<file path="src/rtl/pio_clkdiv_pkg.sv">
`default_nettype none
// +--------------------------------------------------------------------------+
// | Module      : pio_clkdiv_pkg                                             |
// | Description : Shared constants and the effective-divisor helper for the  |
// |               PIO fractional clock-enable generator.                     |
// |               DEF_INT_W / DEF_FRAC_W : default divisor field widths      |
// |               ONE                    : 1.0 in fixed point (2^FRAC_W)     |
// |               ACC_W                  : accumulator / divisor width       |
// |               eff_div()              : int==0 -> maximum divide rule     |
// | Revision    : 1.0 - initial release                                      |
// +--------------------------------------------------------------------------+
package pio_clkdiv_pkg;

  localparam int DEF_INT_W  = 16;
  localparam int DEF_FRAC_W = 8;
  localparam int ONE        = 1 << DEF_FRAC_W;
  localparam int ACC_W      = DEF_INT_W + DEF_FRAC_W + 1;

  // Wide enough for any channel configuration; callers size-cast the result
  // down to their own accumulator width.
  localparam int EFF_MAX_W  = 64;

  // Effective divisor in fixed point. int==0 selects 2^(int_w+frac_w), the
  // slowest rate representable, and the fraction is ignored in that case.
  function automatic logic [EFF_MAX_W-1:0] eff_div(
    input logic [EFF_MAX_W-1:0] int_v,
    input logic [EFF_MAX_W-1:0] frac_v,
    input int unsigned          int_w,
    input int unsigned          frac_w
  );
    logic [EFF_MAX_W-1:0] r;
    if (int_v == '0) begin
      r = {{(EFF_MAX_W-1){1'b0}}, 1'b1} << (int_w + frac_w);
    end else begin
      r = (int_v << frac_w) | frac_v;
    end
    return r;
  endfunction

endpackage : pio_clkdiv_pkg
`default_nettype wire

</file>
<file path="src/rtl/pio_clkdiv_multi_if.sv">
`default_nettype none
// +--------------------------------------------------------------------------+
// | Module      : pio_clkdiv_multi_if                                        |
// | Description : Configuration / strobe bundle between the divider register |
// |               block (master) and the clock-enable generator (slave).     |
// |               en, restart   : per-channel run enable / phase restart     |
// |               div_int       : packed integer divisors, ch i at i*INT_W   |
// |               div_frac      : packed fraction divisors, ch i at i*FRAC_W |
// |               phase_init    : packed restart phases (PIO_CLKDIV_PHASE_EN)|
// |               penable       : per-channel one-clk enable strobes         |
// | Revision    : 1.0 - initial release                                      |
// +--------------------------------------------------------------------------+
interface pio_clkdiv_multi_if #(
  parameter int NUM_CH = 4,
  parameter int INT_W  = 16,
  parameter int FRAC_W = 8
);
  logic [NUM_CH-1:0]        en;
  logic [NUM_CH-1:0]        restart;
  logic [NUM_CH*INT_W-1:0]  div_int;
  logic [NUM_CH*FRAC_W-1:0] div_frac;
`ifdef PIO_CLKDIV_PHASE_EN
  logic [NUM_CH*(INT_W+FRAC_W)-1:0] phase_init;
`endif
  logic [NUM_CH-1:0]        penable;

  modport master (
    output en, restart, div_int, div_frac,
`ifdef PIO_CLKDIV_PHASE_EN
    output phase_init,
`endif
    input  penable
  );

  modport slave (
    input  en, restart, div_int, div_frac,
`ifdef PIO_CLKDIV_PHASE_EN
    input  phase_init,
`endif
    output penable
  );

endinterface : pio_clkdiv_multi_if
`default_nettype wire

</file>
<file path="src/rtl/pio_clkdiv_chan.sv">
`default_nettype none
// +--------------------------------------------------------------------------+
// | Module      : pio_clkdiv_chan                                            |
// | Description : One fractional clock-enable channel: accumulator, shadow   |
// |               divisor and registered strobe.                             |
// |               clk, reset     : clock, async active-high reset            |
// |               i_en           : run enable                                |
// |               i_restart      : phase restart strobe (overrides i_en)     |
// |               i_div_int/frac : divisor inputs                            |
// |               i_phase_init   : restart phase (PIO_CLKDIV_PHASE_EN only)  |
// |               o_penable      : one-clk enable strobe                     |
// | Revision    : 1.0 - initial release                                      |
// +--------------------------------------------------------------------------+
module pio_clkdiv_chan
  import pio_clkdiv_pkg::*;
#(
  parameter int INT_W  = DEF_INT_W,
  parameter int FRAC_W = DEF_FRAC_W
) (
  input  logic                    clk,
  input  logic                    reset,
  input  logic                    i_en,
  input  logic                    i_restart,
  input  logic [INT_W-1:0]        i_div_int,
  input  logic [FRAC_W-1:0]       i_div_frac,
`ifdef PIO_CLKDIV_PHASE_EN
  input  logic [INT_W+FRAC_W-1:0] i_phase_init,
`endif
  output logic                    o_penable
);

  localparam int                 CH_ACC_W = INT_W + FRAC_W + 1;
  localparam logic [CH_ACC_W-1:0] CH_ONE  = CH_ACC_W'(1) << FRAC_W;

  logic [CH_ACC_W-1:0] cnt_q, cnt_d;
  logic [CH_ACC_W-1:0] div_q, div_d;
  logic                penable_q, penable_d;

  logic [CH_ACC_W-1:0] w_d_eff;
  logic [CH_ACC_W-1:0] w_nxt;
  logic [CH_ACC_W-1:0] w_restart_cnt;

  // The extra accumulator bit means cnt + ONE never wraps: cnt < D <= 2^(I+F).
  assign w_d_eff = CH_ACC_W'(eff_div(EFF_MAX_W'(i_div_int), EFF_MAX_W'(i_div_frac),
                                     INT_W, FRAC_W));
  assign w_nxt   = cnt_q + CH_ONE;

`ifdef PIO_CLKDIV_PHASE_EN
  logic [CH_ACC_W-1:0] w_phase;
  assign w_phase = CH_ACC_W'(i_phase_init);

  // Clamp against the divisor loaded in the same cycle so cnt < D still holds.
  always_comb begin
    w_restart_cnt = w_phase;
    if (w_phase >= w_d_eff) begin
      w_restart_cnt = w_d_eff - CH_ACC_W'(1);
    end
  end
`else
  assign w_restart_cnt = '0;
`endif

  always_comb begin
    cnt_d     = cnt_q;
    div_d     = div_q;
    penable_d = 1'b0;
    if (i_restart) begin
      cnt_d = w_restart_cnt;
      div_d = w_d_eff;
    end else if (!i_en) begin
      // Stopped: the shadow follows the inputs so a later start uses them.
      div_d = w_d_eff;
    end else if (w_nxt >= div_q) begin
      // The shadow is only refreshed on a strobe; the residue nxt-D is below
      // ONE, which is below any legal new divisor, so no short interval.
      penable_d = 1'b1;
      cnt_d     = w_nxt - div_q;
      div_d     = w_d_eff;
    end else begin
      cnt_d = w_nxt;
    end
  end

  always_ff @(posedge clk or posedge reset) begin
    if (reset) begin
      cnt_q     <= '0;
      div_q     <= CH_ONE;
      penable_q <= 1'b0;
    end else begin
      cnt_q     <= cnt_d;
      div_q     <= div_d;
      penable_q <= penable_d;
    end
  end

  assign o_penable = penable_q;

endmodule : pio_clkdiv_chan
`default_nettype wire

</file>
<file path="src/rtl/pio_clkdiv_multi.sv">
`default_nettype none
// +--------------------------------------------------------------------------+
// | Module      : pio_clkdiv_multi                                           |
// | Description : NUM_CH independent fractional clock-enable generators for  |
// |               the PIO state-machine array. Each channel strobes at       |
// |               clk / (div_int + div_frac/2^FRAC_W); div_int==0 selects    |
// |               the maximum divide 2^INT_W.                                |
// |               clk   : system clock                                       |
// |               reset : asynchronous active-high reset                     |
// |               bus   : slave side of pio_clkdiv_multi_if                  |
// |               Optional macro PIO_CLKDIV_PHASE_EN adds phase_init, loaded |
// |               (clamped to D-1) into the accumulator on restart.          |
// | Revision    : 1.0 - initial release                                      |
// +--------------------------------------------------------------------------+
module pio_clkdiv_multi
  import pio_clkdiv_pkg::*;
#(
  parameter int NUM_CH = 4,
  parameter int INT_W  = DEF_INT_W,
  parameter int FRAC_W = DEF_FRAC_W
) (
  input  logic                clk,
  input  logic                reset,
  pio_clkdiv_multi_if.slave   bus
);

  logic [NUM_CH-1:0] w_penable;

  generate
    for (genvar i = 0; i < NUM_CH; i++) begin : g_chan
      pio_clkdiv_chan #(
        .INT_W  (INT_W),
        .FRAC_W (FRAC_W)
      ) u_chan (
        .clk          (clk),
        .reset        (reset),
        .i_en         (bus.en[i]),
        .i_restart    (bus.restart[i]),
        .i_div_int    (bus.div_int[i*INT_W +: INT_W]),
        .i_div_frac   (bus.div_frac[i*FRAC_W +: FRAC_W]),
`ifdef PIO_CLKDIV_PHASE_EN
        .i_phase_init (bus.phase_init[i*(INT_W+FRAC_W) +: (INT_W+FRAC_W)]),
`endif
        .o_penable    (w_penable[i])
      );
    end
  endgenerate

  assign bus.penable = w_penable;

endmodule : pio_clkdiv_multi
`default_nettype wire

</file>
<file path="src/flat_wrapper.sv">
// flat-port wrapper written by rule: the top's interface ports become plain ports
module pio_clkdiv_multi_flat import pio_clkdiv_pkg::*;
#(
  parameter int NUM_CH = 4,
  parameter int INT_W  = DEF_INT_W,
  parameter int FRAC_W = DEF_FRAC_W
)
  (clk, reset, bus_en, bus_restart, bus_div_int, bus_div_frac, bus_penable);
  pio_clkdiv_multi_if #(.NUM_CH(NUM_CH), .INT_W(INT_W), .FRAC_W(FRAC_W)) bus_i ();
  input  logic clk;
  input  logic reset;
  input wire logic [$bits(bus_i.en)-1:0] bus_en;
  input wire logic [$bits(bus_i.restart)-1:0] bus_restart;
  input wire logic [$bits(bus_i.div_int)-1:0] bus_div_int;
  input wire logic [$bits(bus_i.div_frac)-1:0] bus_div_frac;
  output wire logic [$bits(bus_i.penable)-1:0] bus_penable;
  assign bus_i.en = bus_en;
  assign bus_i.restart = bus_restart;
  assign bus_i.div_int = bus_div_int;
  assign bus_i.div_frac = bus_div_frac;
  assign bus_penable = bus_i.penable;
  pio_clkdiv_multi #(.NUM_CH(NUM_CH), .INT_W(INT_W), .FRAC_W(FRAC_W)) u_core (.clk(clk), .reset(reset), .bus(bus_i));
endmodule
</file>
<file path="config.mk">
export PLATFORM = sky130hd
export DESIGN_NAME = pio_clkdiv_multi_flat
export DESIGN_NICKNAME = d
export VERILOG_FILES = /design/src/rtl/pio_clkdiv_pkg.sv /design/src/rtl/pio_clkdiv_multi_if.sv /design/src/rtl/pio_clkdiv_chan.sv /design/src/rtl/pio_clkdiv_multi.sv /design/src/flat_wrapper.sv
export SDC_FILE = /design/constraint.sdc
export NUM_CORES = 1
export LEC_CHECK = 0
export BUFFER_PORTS_ARGS = -buffer_cell sky130_fd_sc_hd__buf_2
export CORE_MARGIN = 2
export CORE_UTILIZATION = 40
export DETAILED_ROUTE_END_ITERATION = 10
export HOLD_SLACK_MARGIN = 0.1
export PLACE_DENSITY = 0.66
export SLEW_MARGIN = 5
export SYNTH_ARGS = -nofsm -noshare
export SYNTH_HDL_FRONTEND = slang
export SYNTH_SLANG_ARGS = --single-unit
export TNS_END_PERCENT = 100
</file>
<file path="constraint.sdc">
create_clock -name clk -period 10.9 [get_ports clk]
set_clock_uncertainty 0.2 [all_clocks]
set_input_delay 1.09 -clock clk [delete_from_list [all_inputs] [get_ports clk]]
set_output_delay 1.09 -clock clk [all_outputs]
set_load 0.005 [all_outputs]
</file>
==> impl_metrics.csv, run 1 <==
group,metric,value,unit
layout,regArea,5110,um^2
timing,period_minus_slack,4.95,ns
setup_path,max_stage_delay,0.68,ns
layout,n_antenna_cell,0,
placed_design,port_buffers,109,
yosys,synth_flop_cell,"dfrtp_1",
clock_tree,cts_setup_buffers,0,
pwr,power,2.84,mW
yosys,syn_nets,2019,
placed_design,place_hpwl,27800,um
floorplanning,die_x,201,um
clock_tree,cts_max_level,1,
run_status,status,"completed",
clock_tree,clk_latency,0.57,ns
setup_path,cp_max_fo,23,
yosys,netlist_area,15500,um^2
routing,drc_errors,0,
timing,tightestPinTransition,1.20,ns
timing,hold_viol,0,
routing,drt_first_pass_iters,5,
yosys,synthArstFlopShare,1.00,
routing,totalWireLength,37800,um
clock_tree,cts-root-buf,"clkbuf_16",
yosys,synth_top_family_by_area,"compound AO/OA/AOI/OAI gates",
clock_tree,cts_sinks,204,
setup_path,crit_chain,"ha_1 -> and3_1 -> and3_1 -> nor2b_1 -> and3_1 -> nand3_1 -> xnor2_1 -> ha_1 -> a21o_1 -> a211oi_1 -> a21boi_0 -> o211ai_4 -> and2_0 -> or4_1 -> o221ai_1",
setup_path,critPathBufInv,0,
timing,rsz0062_at_grt,"false",
layout,drive_gt1_frac,0.138,
timing,drv_slew,0,
setup_path,crit_family,"simple AND/OR/NAND/NOR gates",
layout,area_growth,11.4,%
timing,fin_crit_sh,0.454,
floorplanning,die_area,40300,um^2
yosys,syn_inst,1805,
yosys,synthMuxAreaShare,0.0685,
yosys,synth.distinct_cells,97,
routing,ant_nets,0,
layout,multi_input_area,9410,um^2
yosys,syn_avg_cell_area,8.58,um^2
clock_tree,path_clk_slew,0.06,ns
floorplanning,rows,72,
global_route,antenna_found_initial,0,
yosys,synth.most_common_cell,"nand2_1",
job,cap_violations,0,
yosys,synth_compound_area_frac,0.193,
timing,finalSetupTns,0,ns
clock_tree,cts_tree,"built",
yosys,synth_top_cell_by_area,"dfrtp_1",
yosys,yosysTopAreaCellShare,0.323,
clock_tree,hold_buffers,0,
global_route,grt_max_degree,129,
routing,wl_per_cell,15.7,um
timing,max_freq,0.202,GHz
setup_path,cp.required,11.16,ns
yosys,synthSimpleGateAreaFrac,0.183,
yosys,synthTopCellsByArea,"dfrtp_1, ha_1, nand2_1",
timing,finalSetupViolCount,0,
timing,max_slew_margin,0.199,
yosys,synth_common_cells,"nand2_1, dfrtp_1, inv_1",
setup_path,crit_top_cell,"and3_1",
routing,viasPerCell,5.43,
yosys,ys_ff_latch,204,
clock_tree,cts.path.max_buffers,3,
global_route,grt_usage,0.189,
placed_design,gp_congestion,0.872,
yosys,synth_edf_count,0,
floorplanning,coreArea,38500,um^2
pwr,peakVddDrop,0.119,mV
floorplanning,io_pins,110,
pwr,p_leak,8.07,nW
routing,drt_iter0_markers,760,
floorplanning,initial_core_util,0.403,
pwr,powerDensity,164,nW/um^2
routing,vias,13100,
yosys,synth-seq-area-share,0.330,
yosys,synth_fa_ha_area_frac,0.0892,
worst_hold_path,hold_path.class,"register to register",
setup_path,slowest_stage,"or4_1",
clock_tree,cts_resized,0,
global_route,grt_pass1_wl,64400,um
global_route,grt_overflow,0,
clock_tree,cts_buffers,26,
setup_path,end_kind,"register",
floorplanning,die_h,201,um
yosys,yosys_warnings,0,
setup_path,critPathLaunchType,"register",
setup_path,cp.arrival,5.22,ns
yosys,synthXorXnorAreaFrac,0.0741,
setup_path,critPathKind,"register to register",
global_route,grt_pass1_vias,13000,
layout,nets,2089,
layout,fillers,3812,
worst paths after layout:
kind | start | to | slack [ns] | cells past startpoint
min | u_core.g_chan[1].u_chan.div_q[24] | u_core.g_chan[1].u_chan.div_q[24] | 0.28 | 2
min reg2reg | u_core.g_chan[1].u_chan.div_q[24] | u_core.g_chan[1].u_chan.div_q[24] | 0.28 | 2
min in group asynchronous | reset | u_core.g_chan[3].u_chan.div_q[12] | 0.52 | 2
max reg2reg | u_core.g_chan[3].u_chan.cnt_q[8] | u_core.g_chan[3].u_chan.cnt_q[18] | 5.95 | 15
max | u_core.g_chan[3].u_chan.cnt_q[8] | u_core.g_chan[3].u_chan.cnt_q[18] | 5.95 | 15
max in group asynchronous | reset | u_core.g_chan[2].u_chan.cnt_q[3] | 8.36 | 3
cells in the final DEF, fill, tap and decap left out, types with 5 or more instances in the layout:
cell type  count
nor3b_1       12
nand4_1       27
a21boi_0       5
o21bai_1      14
dfrtp_1      200
or3_1          9
inv_1        156
o31ai_1        6
a311oi_1      22
a211oi_1      25
buf_4          5
nor3_1        35
nand2_1      202
nand2b_1      13
clkinv_2       6
nand3b_1       8
and3_1        24
o211ai_1       7
xor2_1        47
a21o_1        41
clkbuf_8       9
nor4_1        19
a31oi_1       29
o21a_1        11
nor2_1       134
mux2_2        54
mux2i_1       28
mux2_4        10
o21ai_0      110
xnor2_1       84
clkbuf_16     26
nand3_1       68
buf_2        109
o32ai_1        6
a21oi_1      103
ha_1         104
nor2b_1       12
cells by family after synthesis:
group	Yosys count
compound gates	446
xor+xnor	131
fa+ha+maj	108
buf+inv	230
flops	204
mux	94
simple gates	592
where the power goes:
group          internal [mW]  switching [mW]  leakage, nW  total (mW)
clock network          0.545           0.353        0.450       0.898
logic                  0.426           0.598         5.02        1.02
registers              0.847          0.0690         2.60       0.916
total                   1.82            1.02         8.07        2.84
flip-flops by register name, indices dropped and copies added (netlist names):
register and count:
u_core.g_chan.u_chan.div_q 100, u_core.g_chan.u_chan.o_penable 4, u_core.g_chan.u_chan.cnt_q 100
tightest hold or removal path: stages (launching register included):
cell	delay, ns
dfrtp_1	0.34
nand2_1	0.05
o21ai_0	0.06
stage by stage:
step | utilization | instance area, um^2 | hold slack, ns | setup slack [ns] | cells
final | 0.449 | 17300 | 0.280 | 5.95 | 2411
after global routing | 0.449 | 17300 | 0.304 | 5.62 | 2411
after CTS | 0.449 | 17300 | 0.285 | 5.97 | 2411
after detailed placement | 0.425 | 16300 | 0.272 | 6.00 | 2365
after global placement | 0.425 | 16300 | 0.264 | 6.12 | 2365
after floorplan | - | 15500 | 0.250 | 4.05 | 1805
layout make-up:
cell class / instances / share of cell area
clock buffer: 36 / 0.0451
clock inverter: 10 / 0.00740
inverter: 158 / 0.0348
multi-input combinational: 1371 / 0.545
sequential: 204 / 0.296
tap: 518 / 0.0376
timing repair buffer: 114 / 0.0338
metal layers:
| layer | GRT usage | share of wire | wire length, um | vias up |
|---|---|---|---|---|
| li1 | - | - | - | 6555 |
| met1 | 0.255 | 0.47 | 17700 | 6208 |
| met2 | 0.319 | 0.47 | 17800 | 268 |
| met3 | 0.0235 | 0.036 | 1350 | 61 |
| met4 | 0.0534 | 0.026 | 996 | 0 |
| met5 | 0 | 0 | 0 | - |
Note: power is estimated with default switching activity, not from simulation.
==> inputs of run 2 (changes only) <==
--- a/config.mk
+++ b/config.mk
@@ -5,12 +5,13 @@
 export SDC_FILE = /design/constraint.sdc
 export NUM_CORES = 1
 export LEC_CHECK = 0
+export ABC_AREA = 1
 export BUFFER_PORTS_ARGS = -buffer_cell sky130_fd_sc_hd__buf_2
 export CORE_MARGIN = 2
 export CORE_UTILIZATION = 40
 export DETAILED_ROUTE_END_ITERATION = 10
 export HOLD_SLACK_MARGIN = 0.1
-export PLACE_DENSITY = 0.66
+export PLACE_DENSITY = 0.65
 export SLEW_MARGIN = 5
 export SYNTH_ARGS = -nofsm -noshare
 export SYNTH_HDL_FRONTEND = slang
==> constraint.sdc (replaced) <==
create_clock -name clk -period 4.7 [get_ports clk]
set_clock_uncertainty 0.2 [all_clocks]
set_input_delay 0.47 -clock clk [delete_from_list [all_inputs] [get_ports clk]]
set_output_delay 0.47 -clock clk [all_outputs]
set_load 0.005 [all_outputs]
==> impl_metrics.csv, run 2 <==
group,metric,value,unit
setup_path,critPathBufInv,5,
timing,max_slew_margin,0.211,
worst_hold_path,hold_path.class,"input pin to register",
floorplanning,rows,77,
clock_tree,cts_sinks,204,
routing,vias,18100,
yosys,ys_ff_latch,204,
yosys,synth_top_cell_by_area,"dfrtp_1",
clock_tree,path_clk_slew,0.06,ns
timing,fin_crit_sh,0.932,
yosys,synth_common_cells,"nand2_1, inv_1, nand3_1",
clock_tree,cts_resized,0,
yosys,synth-seq-area-share,0.287,
job,cap_violations,0,
setup_path,slowest_stage,"dlygate4sd3_1",
yosys,synth_flop_cell,"dfrtp_1",
setup_path,max_stage_delay,0.56,ns
setup_path,critPathLaunchType,"register",
routing,totalWireLength,53800,um
global_route,grt_pass1_vias,17800,
setup_path,critPathKind,"register to register",
setup_path,crit_family,"simple AND/OR/NAND/NOR gates",
clock_tree,cts-root-buf,"clkbuf_16",
timing,hold_viol,0,
placed_design,place_inst,3518,
layout,drive_gt1_frac,0.0830,
setup_path,cp.arrival,4.67,ns
yosys,synthArstFlopShare,1.00,
routing,ant_nets,0,
pwr,p_leak,12.0,nW
setup_path,cp_max_fo,18,
timing,rsz0062_at_grt,"false",
setup_path,end_kind,"register",
yosys,synthXorXnorAreaFrac,0.0319,
placed_design,port_buffers,109,
placed_design,dp_slack,0.611,ns
yosys,synth.most_common_cell,"nand2_1",
setup_path,cp.required,4.99,ns
layout,most-common-layout-cells,"nand2_1, inv_1, nand3_1",
floorplanning,die_area,46300,um^2
timing,period_minus_slack,4.38,ns
routing,drt_first_pass_iters,6,
clock_tree,cts_setup_buffers,0,
yosys,yosys_warnings,0,
setup_path,crit_chain,"ha_1 -> nand2_1 -> nor2_1 -> nand2_1 -> nor2_1 -> inv_1 -> o21ai_0 -> inv_1 -> ha_1 -> nand2_1 -> nor2_2 -> inv_1 -> nor3_2 -> nand3_4 -> buf_4 -> nand2_4 -> nand2_2 -> nor2_1 -> dlygate4sd3_1",
pwr,switchingPower,4.24,mW
routing,wl_per_cell,14.7,um
floorplanning,die_h,215,um
pwr,p_clk_frac,0.224,
layout,area_growth,17.1,%
global_route,grt_pass1_wl,90000,um
layout,nets,3269,
yosys,synth_fa_ha_area_frac,0.0775,
clock_tree,clk_latency,0.57,ns
placed_design,place_hpwl,41600,um
yosys,syn_inst,2845,
yosys,synth.distinct_cells,48,
yosys,synth_edf_count,0,
run_status,status,"completed",
clock_tree,cts_max_level,1,
yosys,synth_top_family_by_area,"simple AND/OR/NAND/NOR gates",
yosys,synthTopCellsByArea,"dfrtp_1, nand2_1, inv_1",
timing,finalSetupTns,0,ns
global_route,grt_overflow,0,
layout,final_common_cell,"nand2_1",
yosys,syn_avg_cell_area,6.26,um^2
floorplanning,coreArea,44100,um^2
clock_tree,cts.path.max_buffers,3,
global_route,grt_max_degree,88,
yosys,synth_compound_area_frac,0.0679,
pwr,intPower,4.98,mW
placed_design,gp_congestion,0.952,
pwr,sw_frac_of_total,0.460,
routing,viasPerCell,4.95,
yosys,synthSimpleGateAreaFrac,0.416,
pwr,peakVddDrop,0.289,mV
global_route,grt_usage,0.235,
global_route,antenna_found_initial,1,
pwr,powerDensity,441,nW/um^2
timing,tightestPinTransition,1.18,ns
pwr,p_seq_frac,0.255,
layout,fin_cells,3667,
timing,finalSetupViolCount,0,
pwr,pwr-share-comb,0.521,
yosys,synthMuxAreaShare,0,
yosys,netlist_area,17800,um^2
yosys,syn_nets,3059,
timing,max_freq,0.228,GHz
floorplanning,io_pins,110,
yosys,yosysTopAreaCellShare,0.281,
timing,setup_ws,0.322,ns
routing,drt_iter0_markers,1428,
pwr,power,9.21,mW
timing,drv_slew,0,
routing,drc_errors,0,
floorplanning,initial_core_util,0.404,
clock_tree,cts_buffers,26,
clock_tree,cts_tree,"built",
floorplanning,die_x,215,um
run 2: cell types whose count changed in the layout (fill, tap and decap cells not counted), moves of 47 or more:
| cell | before | now |
|---|---|---|
| mux2_2 | 54 | 0 |
| nand2_1 | 202 | 1055 |
| nor2_1 | 134 | 181 |
| xnor2_1 | 84 | 19 |
| nand3_1 | 68 | 259 |
| dlygate4sd3_1 | 0 | 101 |
| inv_1 | 156 | 479 |
run 2: area by class of cell:
| class | count | area (um^2) |
|---|---|---|
| inverter | 494 | 1860 |
| tap | 592 | 741 |
| multi-input combinational | 2104 | 10600 |
| fill | 4611 | 23200 |
| clock inverter | 14 | 165 |
| timing repair buffer | 225 | 1710 |
| antenna | 1 | 2.50 |
| clock buffer | 33 | 717 |
| sequential | 204 | 5110 |
run 2: metrics by stage:
stage | utilization | hold slack, ns | cell area [um^2]
2_1_floorplan | - | 0.249 | 17800
3_3_place_gp | 0.430 | 0.267 | 19000
3_5_place_dp | 0.430 | 0.268 | 19000
4_1_cts | 0.473 | 0.108 | 20900
5_1_grt | 0.473 | 0.153 | 20900
6_report | 0.473 | 0.149 | 20900
run 2: worst paths after layout:
kind / from / endpoint / slack (ns) / depth (start not counted)
worst max-delay path: u_core.g_chan[3].u_chan.cnt_q[8] / u_core.g_chan[3].u_chan.o_penable / 0.32 / 19
worst min-delay path: bus_en[1] / u_core.g_chan[1].u_chan.cnt_q[5] / 0.15 / 4
worst max register to register: u_core.g_chan[3].u_chan.cnt_q[8] / u_core.g_chan[3].u_chan.o_penable / 0.32 / 19
worst min register to register: u_core.g_chan[3].u_chan.cnt_q[11] / u_core.g_chan[3].u_chan.cnt_q[11] / 0.28 / 2
max in group asynchronous: reset / u_core.g_chan[2].u_chan.cnt_q[1] / 2.90 / 4
min in group asynchronous: reset / u_core.g_chan[3].u_chan.div_q[3] / 0.47 / 3
run 2: worst register-to-register path, cell delays in order (launching register included):
cell	delay, ns
dfrtp_1	0.41
ha_1	0.21
nand2_1	0.09
nor2_1	0.14
nand2_1	0.08
nor2_1	0.34
inv_1	0.07
o21ai_0	0.23
inv_1	0.08
ha_1	0.38
nand2_1	0.11
nor2_2	0.16
inv_1	0.06
nor3_2	0.27
nand3_4	0.13
buf_4	0.23
nand2_4	0.22
nand2_2	0.19
nor2_1	0.13
dlygate4sd3_1	0.56
run 2: kinds of logic (layout without fill, tap and decap cells):
| family | after synthesis | count (layout) |
|---|---|---|
| xor+xnor | 65 | 65 |
| flops | 204 | 204 |
| fa+ha+maj | 108 | 108 |
| other cells | 0 | 1 |
| compound gates | 225 | 225 |
| buf+inv | 537 | 766 |
| simple gates | 1706 | 1706 |
run 2: timing repair:
action                     in CTS  in global routing
setup endpoints to repair       0                  0
hold endpoints to repair      135                  0
hold buffers                  101                  0
run 2: power by group through the flow:
stage / clock network, mW / logic, mW / registers (mW)
floorplan: 0 / 3.55 / 2.31
global placement: 0 / 4.64 / 2.36
detailed placement: 0 / 4.68 / 2.37
CTS: 2.14 / 4.77 / 2.34
global route: 2.20 / 5.50 / 2.39
finish: 2.06 / 4.80 / 2.35
run 2: metal layers:
layer  part of all wire  wire (um)  global-route usage  up-vias
met5                  0          0                   0        -
met4              0.027       1460              0.0630        0
met3              0.044       2380              0.0260       82
met2               0.46      24500               0.395      446
met1               0.47      25400               0.320     8260
li1                   -          -                   -     9355
==> inputs of run 3 (changes only) <==
--- a/config.mk
+++ b/config.mk
@@ -8,10 +8,10 @@
 export ABC_AREA = 1
 export BUFFER_PORTS_ARGS = -buffer_cell sky130_fd_sc_hd__buf_2
 export CORE_MARGIN = 2
-export CORE_UTILIZATION = 40
+export CORE_UTILIZATION = 30
 export DETAILED_ROUTE_END_ITERATION = 10
 export HOLD_SLACK_MARGIN = 0.1
-export PLACE_DENSITY = 0.65
+export PLACE_DENSITY = 0.54
 export SLEW_MARGIN = 5
 export SYNTH_ARGS = -nofsm -noshare
 export SYNTH_HDL_FRONTEND = slang
==> impl_metrics.csv, run 3 (same netlist as run 2, synthesis figures left out) <==
group,metric,value,unit
floorplanning,io_pins,110,
setup_path,crit_chain,"ha_1 -> nand2_1 -> nor2_1 -> nand2_1 -> nor2_1 -> inv_1 -> o21ai_0 -> inv_1 -> ha_1 -> nand2_1 -> nor2_2 -> inv_1 -> nor3_2 -> nand3_4 -> nand2_4 -> nand2_2 -> nor2_1 -> dlygate4sd3_1",
timing,max_freq,0.235,GHz
layout,most-common-layout-cells,"nand2_1, inv_1, nand3_1",
layout,multi_input_area,10600,um^2
timing,period_minus_slack,4.26,ns
layout,nets,3270,
placed_design,place_hpwl,43500,um
placed_design,place_inst,3700,
clock_tree,cts_buffers,28,
pwr,sw_frac_of_total,0.457,
layout,final_util,0.359,
floorplanning,die_h,248,um
floorplanning,die_area,61400,um^2
pwr,pwr-share-comb,0.516,
placed_design,place_area,19200,um^2
timing,max_slew_margin,0.240,
job,cap_violations,0,
setup_path,slowest_stage,"dlygate4sd3_1",
layout,regArea,5110,um^2
layout,final_common_cell,"nand2_1",
setup_path,max_stage_delay,0.55,ns
routing,wl_per_cell,14.6,um
layout,fillers,6483,
worst_hold_path,hold_path.class,"input pin to register",
pwr,p_seq_frac,0.253,
pwr,intPower,5.04,mW
pwr,p_leak,12.0,nW
floorplanning,initial_core_util,0.303,
setup_path,critPathKind,"register to register",
timing,finalSetupTns,0,ns
layout,area_growth,18.6,%
clock_tree,clk_latency,0.58,ns
timing,fin_crit_sh,0.906,
setup_path,cp_max_fo,19,
setup_path,cp.arrival,4.57,ns
routing,drt_iter0_markers,1153,
run_status,status,"completed",
timing,rsz0062_at_grt,"false",
routing,viasPerCell,4.62,
setup_path,critPathLaunchType,"register",
timing,finalSetupViolCount,0,
global_route,grt_max_degree,103,
timing,drv_slew,0,
floorplanning,rows,89,
clock_tree,cts_setup_buffers,0,
pwr,p_clk_frac,0.232,
global_route,grt_pass1_vias,17400,
timing,hold_viol,0,
routing,totalWireLength,56100,um
routing,ant_nets,0,
clock_tree,cts.path.max_buffers,3,
clock_tree,cts-root-buf,"clkbuf_16",
layout,postLayoutCellArea,21100,um^2
global_route,grt_usage,0.184,
global_route,antenna_found_initial,1,
layout,drive_gt1_frac,0.0825,
layout,fin_cells,3851,
global_route,grt_pass1_wl,90900,um
clock_tree,cts_sinks,204,
pwr,powerDensity,440,nW/um^2
clock_tree,path_clk_slew,0.06,ns
floorplanning,die_x,248,um
clock_tree,cts_tree,"built",
pwr,peakVddDrop,0.276,mV
global_route,grt_overflow,0,
clock_tree,cts_max_level,1,
pwr,switchingPower,4.25,mW
placed_design,port_buffers,109,
placed_design,gp_congestion,0.938,
routing,drc_errors,0,
setup_path,end_kind,"register",
setup_path,cp.required,5.01,ns
routing,vias,17800,
floorplanning,coreArea,58900,um^2
routing,drt_first_pass_iters,5,
timing,tightestPinTransition,1.13,ns
[run 3: timing repair]
item                                   4_1_cts  5_1_grt
resized for setup                            0        0
hold buffers                                99        0
endpoints found under the hold margin      297        0
[run 3: path summary, 6_finish.rpt]
| check | end | start | slack [ns] | depth (start not counted) |
|---|---|---|---|---|
| max | u_core.g_chan[3].u_chan.o_penable | u_core.g_chan[3].u_chan.cnt_q[8] | 0.44 | 18 |
| max reg2reg | u_core.g_chan[3].u_chan.o_penable | u_core.g_chan[3].u_chan.cnt_q[8] | 0.44 | 18 |
| max in group asynchronous | u_core.g_chan[3].u_chan.div_q[2] | reset | 3.36 | 4 |
| min in group asynchronous | u_core.g_chan[0].u_chan.div_q[6] | reset | 0.41 | 4 |
| min reg2reg | u_core.g_chan[3].u_chan.cnt_q[11] | u_core.g_chan[3].u_chan.cnt_q[11] | 0.28 | 2 |
| min | u_core.g_chan[1].u_chan.cnt_q[3] | bus_en[1] | 0.13 | 4 |
[run 3: final cells by class]
class | count | share of cell area
multi-input combinational | 2104 | 0.500
sequential | 204 | 0.242
inverter | 494 | 0.0881
timing repair buffer | 224 | 0.0802
tap | 773 | 0.0458
clock buffer | 43 | 0.0392
clock inverter | 8 | 0.00438
antenna | 1 | 0.000118
[run 3: stage by stage]
step	power (mW)	hold WS [ns]	worst slack (ns)
floorplan	5.86	0.249	1.39
global placement	7.07	0.266	0.720
detailed placement	7.07	0.265	0.655
CTS	9.36	0.107	0.492
global route	10.2	0.153	0.105
finish	9.29	0.132	0.443
[run 3: power groups by stage]
stage               Clock (mW)  Sequential (mW)  Combinational (mW)
global route              2.29             2.40                5.49
finish                    2.15             2.35                4.79
CTS                       2.22             2.35                4.79
detailed placement           0             2.37                4.69
floorplan                    0             2.31                3.55
global placement             0             2.37                4.70
[run 3: layer usage]
layer / track usage / up-vias / wire (um)
li1: - / 9360 / -
met1: 0.253 / 8021 / 27000
met2: 0.303 / 327 / 25100
met3: 0.0225 / 85 / 2490
met4: 0.0488 / 2 / 1380
met5: 0 / - / 12
[run 3: critical path: cells and delay by family (launching register included)]
| kind | cells | cell delay, ns |
|---|---|---|
| compound gates | 1 | 0.23 |
| fa+ha+maj | 2 | 0.56 |
| buf+inv | 4 | 0.76 |
| flops | 1 | 0.40 |
| simple gates | 11 | 2.02 |
